`config.mk`:
```
export PLATFORM = sky130hd
export DESIGN_NAME = reaction_led_driver
export DESIGN_NICKNAME = d
export VERILOG_FILES = /design/src/rtl/reaction_led_driver.sv
export SDC_FILE = /design/constraint.sdc
export NUM_CORES = 1
export LEC_CHECK = 0
export CAP_MARGIN = 20
export CORE_MARGIN = 5
export CORE_UTILIZATION = 45
export CTS_BUF_LIST = sky130_fd_sc_hd__clkbuf_8
export DETAILED_ROUTE_END_ITERATION = 16
export SLEW_MARGIN = 20
export SYNTH_ARGS = -nofsm -noshare
export SYNTH_HDL_FRONTEND = slang
export SYNTH_SLANG_ARGS = --single-unit
```
`constraint.sdc`:
```
create_clock -name clk -period 8.35 [get_ports clk]
set_input_delay 0.835 -clock clk [delete_from_list [all_inputs] [get_ports clk]]
set_output_delay 0.835 -clock clk [all_outputs]
set_load 0.05 [all_outputs]
```
`src/rtl/reaction_led_driver.sv`:
```
// Reaction-game round sequencer: shows a random one-hot LED target after an
// all-off gap. It scores armed hits, shrinks the reaction window on each hit,
// and ends the game after MAX_MISSES timeouts.
module reaction_led_driver #(
  parameter int unsigned WINDOW_CYCLES     = 100000000,
  parameter int unsigned MIN_WINDOW_CYCLES = 25000000,
  parameter int unsigned SHRINK_CYCLES     = 5000000,
  parameter int unsigned GAP_CYCLES        = 50000000,
  parameter int unsigned MAX_MISSES        = 3,
  parameter logic [15:0] LFSR_SEED         = 16'hACE1
) (
  input  logic        clk,
  input  logic        rst_n,
  input  logic        start,
  input  logic        hit,
  output logic [15:0] led,
  output logic        round_active,
  output logic [7:0]  score,
  output logic [3:0]  misses,
  output logic        game_over
);

  localparam int unsigned CNT_W  = 32;
  localparam int unsigned LED_W  = 16;
  localparam int unsigned IDX_W  = 4;
  localparam int unsigned SCR_W  = 8;
  localparam int unsigned MISS_W = 4;

  localparam logic [CNT_W-1:0]  WINDOW_INIT = CNT_W'(WINDOW_CYCLES);
  localparam logic [CNT_W-1:0]  WINDOW_MIN  = CNT_W'(MIN_WINDOW_CYCLES);
  localparam logic [CNT_W-1:0]  WINDOW_STEP = CNT_W'(SHRINK_CYCLES);
  localparam logic [CNT_W-1:0]  GAP_LAST    = CNT_W'(GAP_CYCLES - 1);
  localparam logic [MISS_W-1:0] MISS_LIMIT  = MISS_W'(MAX_MISSES);

  typedef enum logic [1:0] {
    ST_IDLE,
    ST_GAP,
    ST_SHOW,
    ST_OVER
  } state_e;

  state_e             state_q, state_d;
  logic [CNT_W-1:0]   counter_q, counter_d;
  logic [CNT_W-1:0]   window_q, window_d;
  logic [LED_W-1:0]   lfsr_q, lfsr_d;
  logic [IDX_W-1:0]   prev_idx_q, prev_idx_d;
  logic               armed_q, armed_d;
  logic [LED_W-1:0]   led_q, led_d;
  logic               round_active_q, round_active_d;
  logic [SCR_W-1:0]   score_q, score_d;
  logic [MISS_W-1:0]  misses_q, misses_d;
  logic               game_over_q, game_over_d;

  logic               lfsr_fb;
  logic [IDX_W-1:0]   raw_idx;
  logic [IDX_W-1:0]   next_idx;
  logic [CNT_W-1:0]   window_shrunk;
  logic [MISS_W-1:0]  misses_inc;
  logic               valid_hit;
  logic               timeout;

  // Fibonacci LFSR feedback, taps 16,14,13,11
  assign lfsr_fb = lfsr_q[15] ^ lfsr_q[13] ^ lfsr_q[12] ^ lfsr_q[10];

  // Target index never repeats the previous one
  assign raw_idx  = lfsr_q[IDX_W-1:0];
  assign next_idx = (raw_idx == prev_idx_q) ? raw_idx + IDX_W'(1) : raw_idx;

  // Shrunk window, clamped at the floor without unsigned underflow
  assign window_shrunk = ((window_q < WINDOW_STEP) || ((window_q - WINDOW_STEP) < WINDOW_MIN))
                         ? WINDOW_MIN : window_q - WINDOW_STEP;

  assign misses_inc = misses_q + MISS_W'(1);
  assign valid_hit  = hit & armed_q;
  assign timeout    = (counter_q == window_q - CNT_W'(1));

  // Next-state and registered-output logic
  always_comb begin
    state_d    = state_q;
    counter_d  = counter_q;
    window_d   = window_q;
    lfsr_d     = {lfsr_q[LED_W-2:0], lfsr_fb};
    prev_idx_d = prev_idx_q;
    armed_d    = armed_q;
    led_d      = led_q;
    score_d    = score_q;
    misses_d   = misses_q;

    case (state_q)
      ST_IDLE, ST_OVER: begin
        if (start) begin
          state_d   = ST_GAP;
          counter_d = '0;
          window_d  = WINDOW_INIT;
          score_d   = '0;
          misses_d  = '0;
          led_d     = '0;
        end
      end
      ST_GAP: begin
        led_d = '0;
        if (counter_q == GAP_LAST) begin
          state_d    = ST_SHOW;
          counter_d  = '0;
          armed_d    = 1'b0;
          led_d      = LED_W'(1) << next_idx;
          prev_idx_d = next_idx;
        end else begin
          counter_d = counter_q + CNT_W'(1);
        end
      end
      ST_SHOW: begin
        armed_d = armed_q | ~hit;
        if (valid_hit) begin
          state_d   = ST_GAP;
          counter_d = '0;
          led_d     = '0;
          window_d  = window_shrunk;
          score_d   = (score_q == '1) ? score_q : score_q + SCR_W'(1);
        end else if (timeout) begin
          counter_d = '0;
          misses_d  = misses_inc;
          if (misses_inc == MISS_LIMIT) begin
            state_d = ST_OVER;
            led_d   = '1;
          end else begin
            state_d = ST_GAP;
            led_d   = '0;
          end
        end else begin
          counter_d = counter_q + CNT_W'(1);
        end
      end
      default: begin
        state_d = ST_IDLE;
        led_d   = '0;
      end
    endcase

    round_active_d = (state_d == ST_SHOW);
    game_over_d    = (state_d == ST_OVER);
  end

  // State and output registers
  always_ff @(posedge clk or negedge rst_n) begin
    if (!rst_n) begin
      state_q        <= ST_IDLE;
      counter_q      <= '0;
      window_q       <= WINDOW_INIT;
      lfsr_q         <= LFSR_SEED;
      prev_idx_q     <= '0;
      armed_q        <= 1'b0;
      led_q          <= '0;
      round_active_q <= 1'b0;
      score_q        <= '0;
      misses_q       <= '0;
      game_over_q    <= 1'b0;
    end else begin
      state_q        <= state_d;
      counter_q      <= counter_d;
      window_q       <= window_d;
      lfsr_q         <= lfsr_d;
      prev_idx_q     <= prev_idx_d;
      armed_q        <= armed_d;
      led_q          <= led_d;
      round_active_q <= round_active_d;
      score_q        <= score_d;
      misses_q       <= misses_d;
      game_over_q    <= game_over_d;
    end
  end

  assign led          = led_q;
  assign round_active = round_active_q;
  assign score        = score_q;
  assign misses       = misses_q;
  assign game_over    = game_over_q;

endmodule

```
==> impl_results.md <==
* Status: finished clean
* DR WL met3 at approximately 860 um
* Hold crit path type: reg -> reg
* Routed met1 length at 9020 um
* Largest stage delay, worst path at 0.57 ns
* Maximum vdd drop at 0.0749 mV
* Die span in y at ~140 um
* Maxcap violations at 0
* Port bufs at 33
* CP Cell Sequence: inv_1 > ha_1 > nor3b_1 > nand4_1 > nor4_2 > o211ai_1 > or4_1 > o31ai_4 > buf_4 > nand2_1 > nand3_1 > o31ai_1
* Crit path DAT at roughly 4.3 ns
* Synth Register Bits at 111
* Fin crit share at 48.6%
* Routed len/inst at ~18 um
* Setup TNS at 0 ns
* Highest metal used: met4
* Fraction of layout instances using a drive strength above 1 at 7.55%
* Least-Margin Pin Slew at 1.00 ns
* Avg Synthesized Cell Area at 8.53 um2
* Syn nets at 891
* Clk slew on worst S/H paths at roughly 0.12 ns
* DIE AREA at 0.0193 mm2
* Filler cells at 1548
* Total power at 935 uW
* Initial detailed-routing violation count at roughly 550
* Crit Path Category: reg -> reg
* Core area at 0.0165 mm2
* RSZ-0062 raised after global routing: false
* CTS Sinks at approximately 110
* Post-layout min period at 4.06 ns
* Relative slew margins at 33.1%
* Initial antenna violation count at 0
* Final Skew at 0.0183 ns
* WHS Endpoint: lfsr_q[15]
* Synth area leader: dfrtp_1
* Setup bufs post-CTS at 0
* Post-synth cell types at 77
* Pin count of the biggest net entering global routing at between 60 and 70
* Synth Instances at 877
* Element type at the critical path start: flip-flop
* Reg-to-reg endpoint: counter_q[5]
* Clk Latency, worst-skew pair at 0.40 ns
* Vias per Instance at 6.17
* Max Clk Rate at 247 MHz
* Worst R2R Start: window_q[6]
* Worst-path maximum fanout at 47
* # rows at 47
* Slew Limit Fails at 0
* Boundary pin count at 34
* Cts bufs inserted at 9
* Fin cells at between 1000 and 1500
* Worst R2R Path Depth at 12
* Root Buffer: clkbuf_8
* YS warnings at 0
* Diodes inserted at 0
* Detail Route Antenna Nets at 0
* Static Leakage at about 3 nW
* Hold Crit Start: lfsr_q[14]
* Top FF cell, synth: dfrtp_1
* Synth top area share at 30.4%
* WHS Path Cells at 0
* Gr usage total at 20.8%
* Setup violators final at 0
* Number of synthesized flops with an enable pin at 0
* H-tree levels at 3
* First-pass GRT wire length at 33700 um
* CTS tree: built
* Largest cells by area after synthesis: dfrtp_1 (30%), dfstp_2 (7.0%), nand2_1 (4.3%), xnor2_1 (3.4%), a21oi_1 (3.3%)
* Top Family by Delay on Critical Path: simple AND/OR/NAND/NOR gates
* FF-to-FF setup slack at roughly 4.3 ns
* Commonest non-fill, non-tap cell in the layout: dfrtp_1
* Post-CTS sizing at 0
* Placed insts at 1065
* Seq/Total Area, Yosys at a little under two fifths
* Chip width at 139 um
* Slowest CP cell: or4_1
* CP bufs+invs at 2
* Pre-antenna DRT Iters at 5
* Cell Area, Synth at 0.00748 mm2
* Initial Utilization at 45.4%
* # DRC at 0
* Number of global-route vias before repair at 6551
* DP HPWL at 14000 um
* Synth-to-layout area growth at 7.76%
* Hold-fix buffers at CTS at 0
* CP endpoint kind: flip-flop
* Power Density at roughly 120 mW/mm2
* Final Wtd Congestion at 0.907
* Endpoints failing hold at 0
* Share of flip-flops with an asynchronous set or reset at 100%
* Commonest non-fill, non-tap cells in the layout: dfrtp_1 (91), nand2_1 (85), a21oi_1 (50), o21ai_0 (44), nor2_1 (42)
* Final #Nets at 870
* Gr ovfl total at 0
* Routed wire length at ~20000 um
* Longest Clk Path Bufs at 2
* DR WL met2 at 9310 um
* Worst EP required at 8.63 ns
* Vias at 6675
[Yosys cell counts (all sizes together), types with 13 or more instances]
cell,n
dfrtp,91
nand2,88
o21ai,74
clkbuf,53
a21oi,50
nor2,42
nand3,39
xnor2,29
xor2,27
inv,25
nor3,25
o31ai,21
dfstp,20
nand4,19
nor4,18
buf,17
o2bb2ai,17
or3,17
a31oi,16
and3,16
nand2b,16
nor2b,13
[power by group]
group | total (mW) | internal (mW) | switching, mW | leakage (nW)
clock network | 0.385 | 0.176 | 0.209 | 0.112
registers | 0.538 | 0.538 | 0 | 1.42
logic | 0.0124 | 0.00153 | 0.0109 | 1.48
[routing by layer]
layer	vias up	global-route usage (%)
met5	-	0
met4	0	8.39
met3	39	4.14
met2	182	33.2
met1	3264	27.9
li1	3190	-
[worst max path at each step]
stage | startpoint | end | slack (ns) | depth (start not counted)
floorplan | window_q[6] | counter_q[30] | 4.91 | 14
global placement | window_q[6] | counter_q[5] | 4.46 | 12
detailed placement | window_q[6] | counter_q[5] | 4.39 | 12
CTS | window_q[6] | counter_q[5] | 4.34 | 12
global route | window_q[6] | counter_q[5] | 3.92 | 12
finish | window_q[6] | counter_q[5] | 4.29 | 12
[state kept, by name, indices dropped and copies added (netlist names)]
signal and count:
game_over 1, prev_idx_q 4, armed_q 1, lfsr_q 16
state_q 2, score 8, misses 4, round_active 1
window_q 26, led 16, counter_q 32
[logic make-up (layout without fill, tap and decap cells)]
kind of cell / count (synthesis) / in the layout / synth area share, %
buffers and inverters: 95 / 79 / 5.42
DFF: 111 / 111 / 37.5
muxes: 9 / 9 / 1.20
AOI/OAI and AO/OA: 261 / 261 / 23.4
and+or+nand+nor: 335 / 335 / 24.2
adders and majority gates: 10 / 10 / 1.67
xor gates and xnor gates: 56 / 56 / 6.56
[through the flow]
step / hold slack (ns) / instance area, um2 / setup WS (ns) / utilization [%]
finish: 0.362 / 8060 / 4.29 / 49.0
global route: 0.373 / 8060 / 3.92 / 49.0
CTS: 0.364 / 8060 / 4.34 / 49.0
detailed placement: 0.338 / 7820 / 4.39 / 47.5
global placement: 0.339 / 7820 / 4.46 / 47.5
floorplan: 0.331 / 7480 / 4.91 / -
[cell type report]
class	instances	area [um2]	share of cell area [%]
Timing Repair Buffer	38	365	4.53
Clock buffer	9	124	1.54
Clock inverter	7	114	1.41
Multi-Input combinational cell	671	4290	53.2
Sequential cell	111	2800	34.8
Inverter	25	93.8	1.16
Tap cell	220	275	3.41
No activity file was read; power rests on OpenSTA's default activity.
==> edit, RTL diff (same settings) <==
Put one more register stage on the output `led`, with the module's reset. The value now appears one clock later. The other outputs are not delayed to match.
--- a/src/rtl/reaction_led_driver.sv
+++ b/src/rtl/reaction_led_driver.sv
@@ -170,7 +170,13 @@
     end
   end
 
-  assign led          = led_q;
+  always_ff @(posedge clk or negedge rst_n) begin
+    if (!rst_n) begin
+      led <= '0;
+    end else begin
+      led <= led_q;
+    end
+  end
   assign round_active = round_active_q;
   assign score        = score_q;
   assign misses       = misses_q;
Formal check against the unedited RTL: no difference found for any inputs over 10 cycles, from zero or initial values and one cycle with rst_n low; that may be too few to reach the edited logic, so the function may still have changed.
==> edit against the unedited design <==
  * Synthesized area rose by 3.9%
  * Routed wire length up 2.3%
  * Utilization increased by 1.0 points
  * Sequential cell count increased by 16
  * Hold slack got worse by 9.7 ps
  * Cell area rose by 6.1%
  * Setup slack improved by 130 ps
  * Critical path depth is 1 lower
  * Critical endpoint is now counter_q[11]$_DFFE_PN0P_
  * Largest cell class unchanged
Power is not compared: it rests on default switching activity, and its combinational part moved more than twofold at a synthesized area within 25%.
==> edit: results (changes against the unedited design) <==
metric;value;unit;change
status;complete, no violations;;unchanged
crit path max fanout;33;;was 47
post-CTS setup buffers;0;;unchanged
Net Count, Synth;872;;was 891
CTS HTree Levels;4;;was 3
top post-synthesis cells by area;dfrtp_1, dfstp_2, o21ai_0, nand2_1, xor2_1;;was dfrtp_1, dfstp_2, nand2_1, xnor2_1, a21oi_1
cell count of the worst reg-to-reg path;11;;was 12
nets;875;;was 870
Longest Clk Path Bufs;2;;unchanged
Clock Pin Slew Worst Setup and Hold Paths;80;ps;was 120 ps
synth cell count leaders;dfrtp_1, nand2_1, o21ai_0;;was dfrtp_1, nand2_1, clkbuf_1
HP Class;reg -> reg;;unchanged
dpl hpwl;14400;um;was 14000 um
headroom to the max-slew limit;0.425;;was 0.331
vias per inst;6.12;;was 6.17
Placement Setup Slack;4420;ps;was 4390 ps
grt met3 use;0.0458;;was 0.0414
post-synth cell types;87;;was 77
# port buffers;33;;unchanged
crit path from;window_q[6]$_DFFE_PN0P_;;unchanged
global-route wire length before repair;33500;um;was 33700 um
WL final;20200;um;was 19800 um
HP Start;lfsr_q[9]$_DFF_PN0_;;was lfsr_q[14]$_DFF_PN0_
Synth area leader;dfrtp_1;;unchanged
Layout Cells excl Fill;1099;;was 1081
pin count of the biggest net entering global routing;66;;was 69
gr usage total;0.206;;was 0.208
Synth Instances;858;;was 877
worst-skew pair later-pin latency;460;ps;was 400 ps
initial antenna violation count;0;;unchanged
# resized after CTS;0;;unchanged
Yosys warning count;0;;unchanged
async set-reset flop share out of synthesis;1.00;;unchanged
root buffer cell;clkbuf_8;;unchanged
Antenna Diode Count;0;;unchanged
biggest regs;counter_q (32), window_q (26);;unchanged
DRT Pass-1 Iters;5;;unchanged
global routing usage on met2;0.326;;was 0.332
maximum vdd ir drop;0.127;mV;
P_leak;3.44;nW;
Num CTS Buffers;17;;was 9
cell area after placement;8160;um2;was 7820 um2
routability cong.;0.920;;was 0.907
hold path depth;0;;unchanged
M1 GR Usage;0.279;;about the same
vias in the first global route;6438;;was 6551
share of cells above drive strength 1;0.103;;was 0.0755
drt initial violations;608;;was 551
sequential area share after synthesis;0.412;;was 0.375
Setup Skew;18.8;ps;was 18.3 ps
## edit: cell types whose count changed after synthesis, moves of 14 or more
cell / change
a22o_1: +18
o21ai_1: -17
clkbuf_1: -27
nand2_1: -14
o21ai_0: +16
dfrtp_1: +16
## edit: per-layer routing
| metal | part of all wire | wire, um |
|---|---|---|
| met4 | 0.019 | 393 |
| met1 | 0.45 | 9050 |
| met5 | 0 | 0 |
| met3 | 0.057 | 1150 |
| met2 | 0.48 | 9650 |
## edit: kinds of logic after synthesis
group,count (synthesis),share of synthesized area
buf+inv,81,0.0473
simple gates,327,0.234
mux,7,0.00918
xor+xnor,59,0.0665
flops,127,0.412
fa+ha+maj,10,0.0161
compound gates,247,0.214
## edit: layout make-up
cell class,count,area [um2]
clock buffer,17,234
multi-input combinational,650,4210
inverter,28,105
fill,1638,8560
sequential,127,3200
tap,225,282
clock inverter,15,160
timing repair buffer,37,358
## edit: worst paths after layout
check / end / slack (ps)
min: lfsr_q[10]$_DFF_PN1_ / 350
max: counter_q[11]$_DFFE_PN0P_ / 4420
min reg2reg: lfsr_q[10]$_DFF_PN1_ / 350
min in group asynchronous: lfsr_q[12]$_DFF_PN0_ / 460
max reg2reg: counter_q[11]$_DFFE_PN0P_ / 4420
max in group asynchronous: window_q[19]$_DFFE_PN0P_ / 6600
## edit: critical path, cell delays in order (launching register included)
cell	delay, ps
dfrtp_1	530
inv_1	110
ha_1	320
nor3b_2	420
nand3_1	310
nor4_2	320
o22ai_1	160
or4_4	570
o31ai_4	330
o22a_4	400
o21ai_1	130
a21o_1	200
## edit: power by group
part	internal, mW	total (mW)	switching [mW]
logic	0.0257	0.0682	0.0425
clock network	0.269	0.540	0.271
registers	0.628	0.655	0.0271
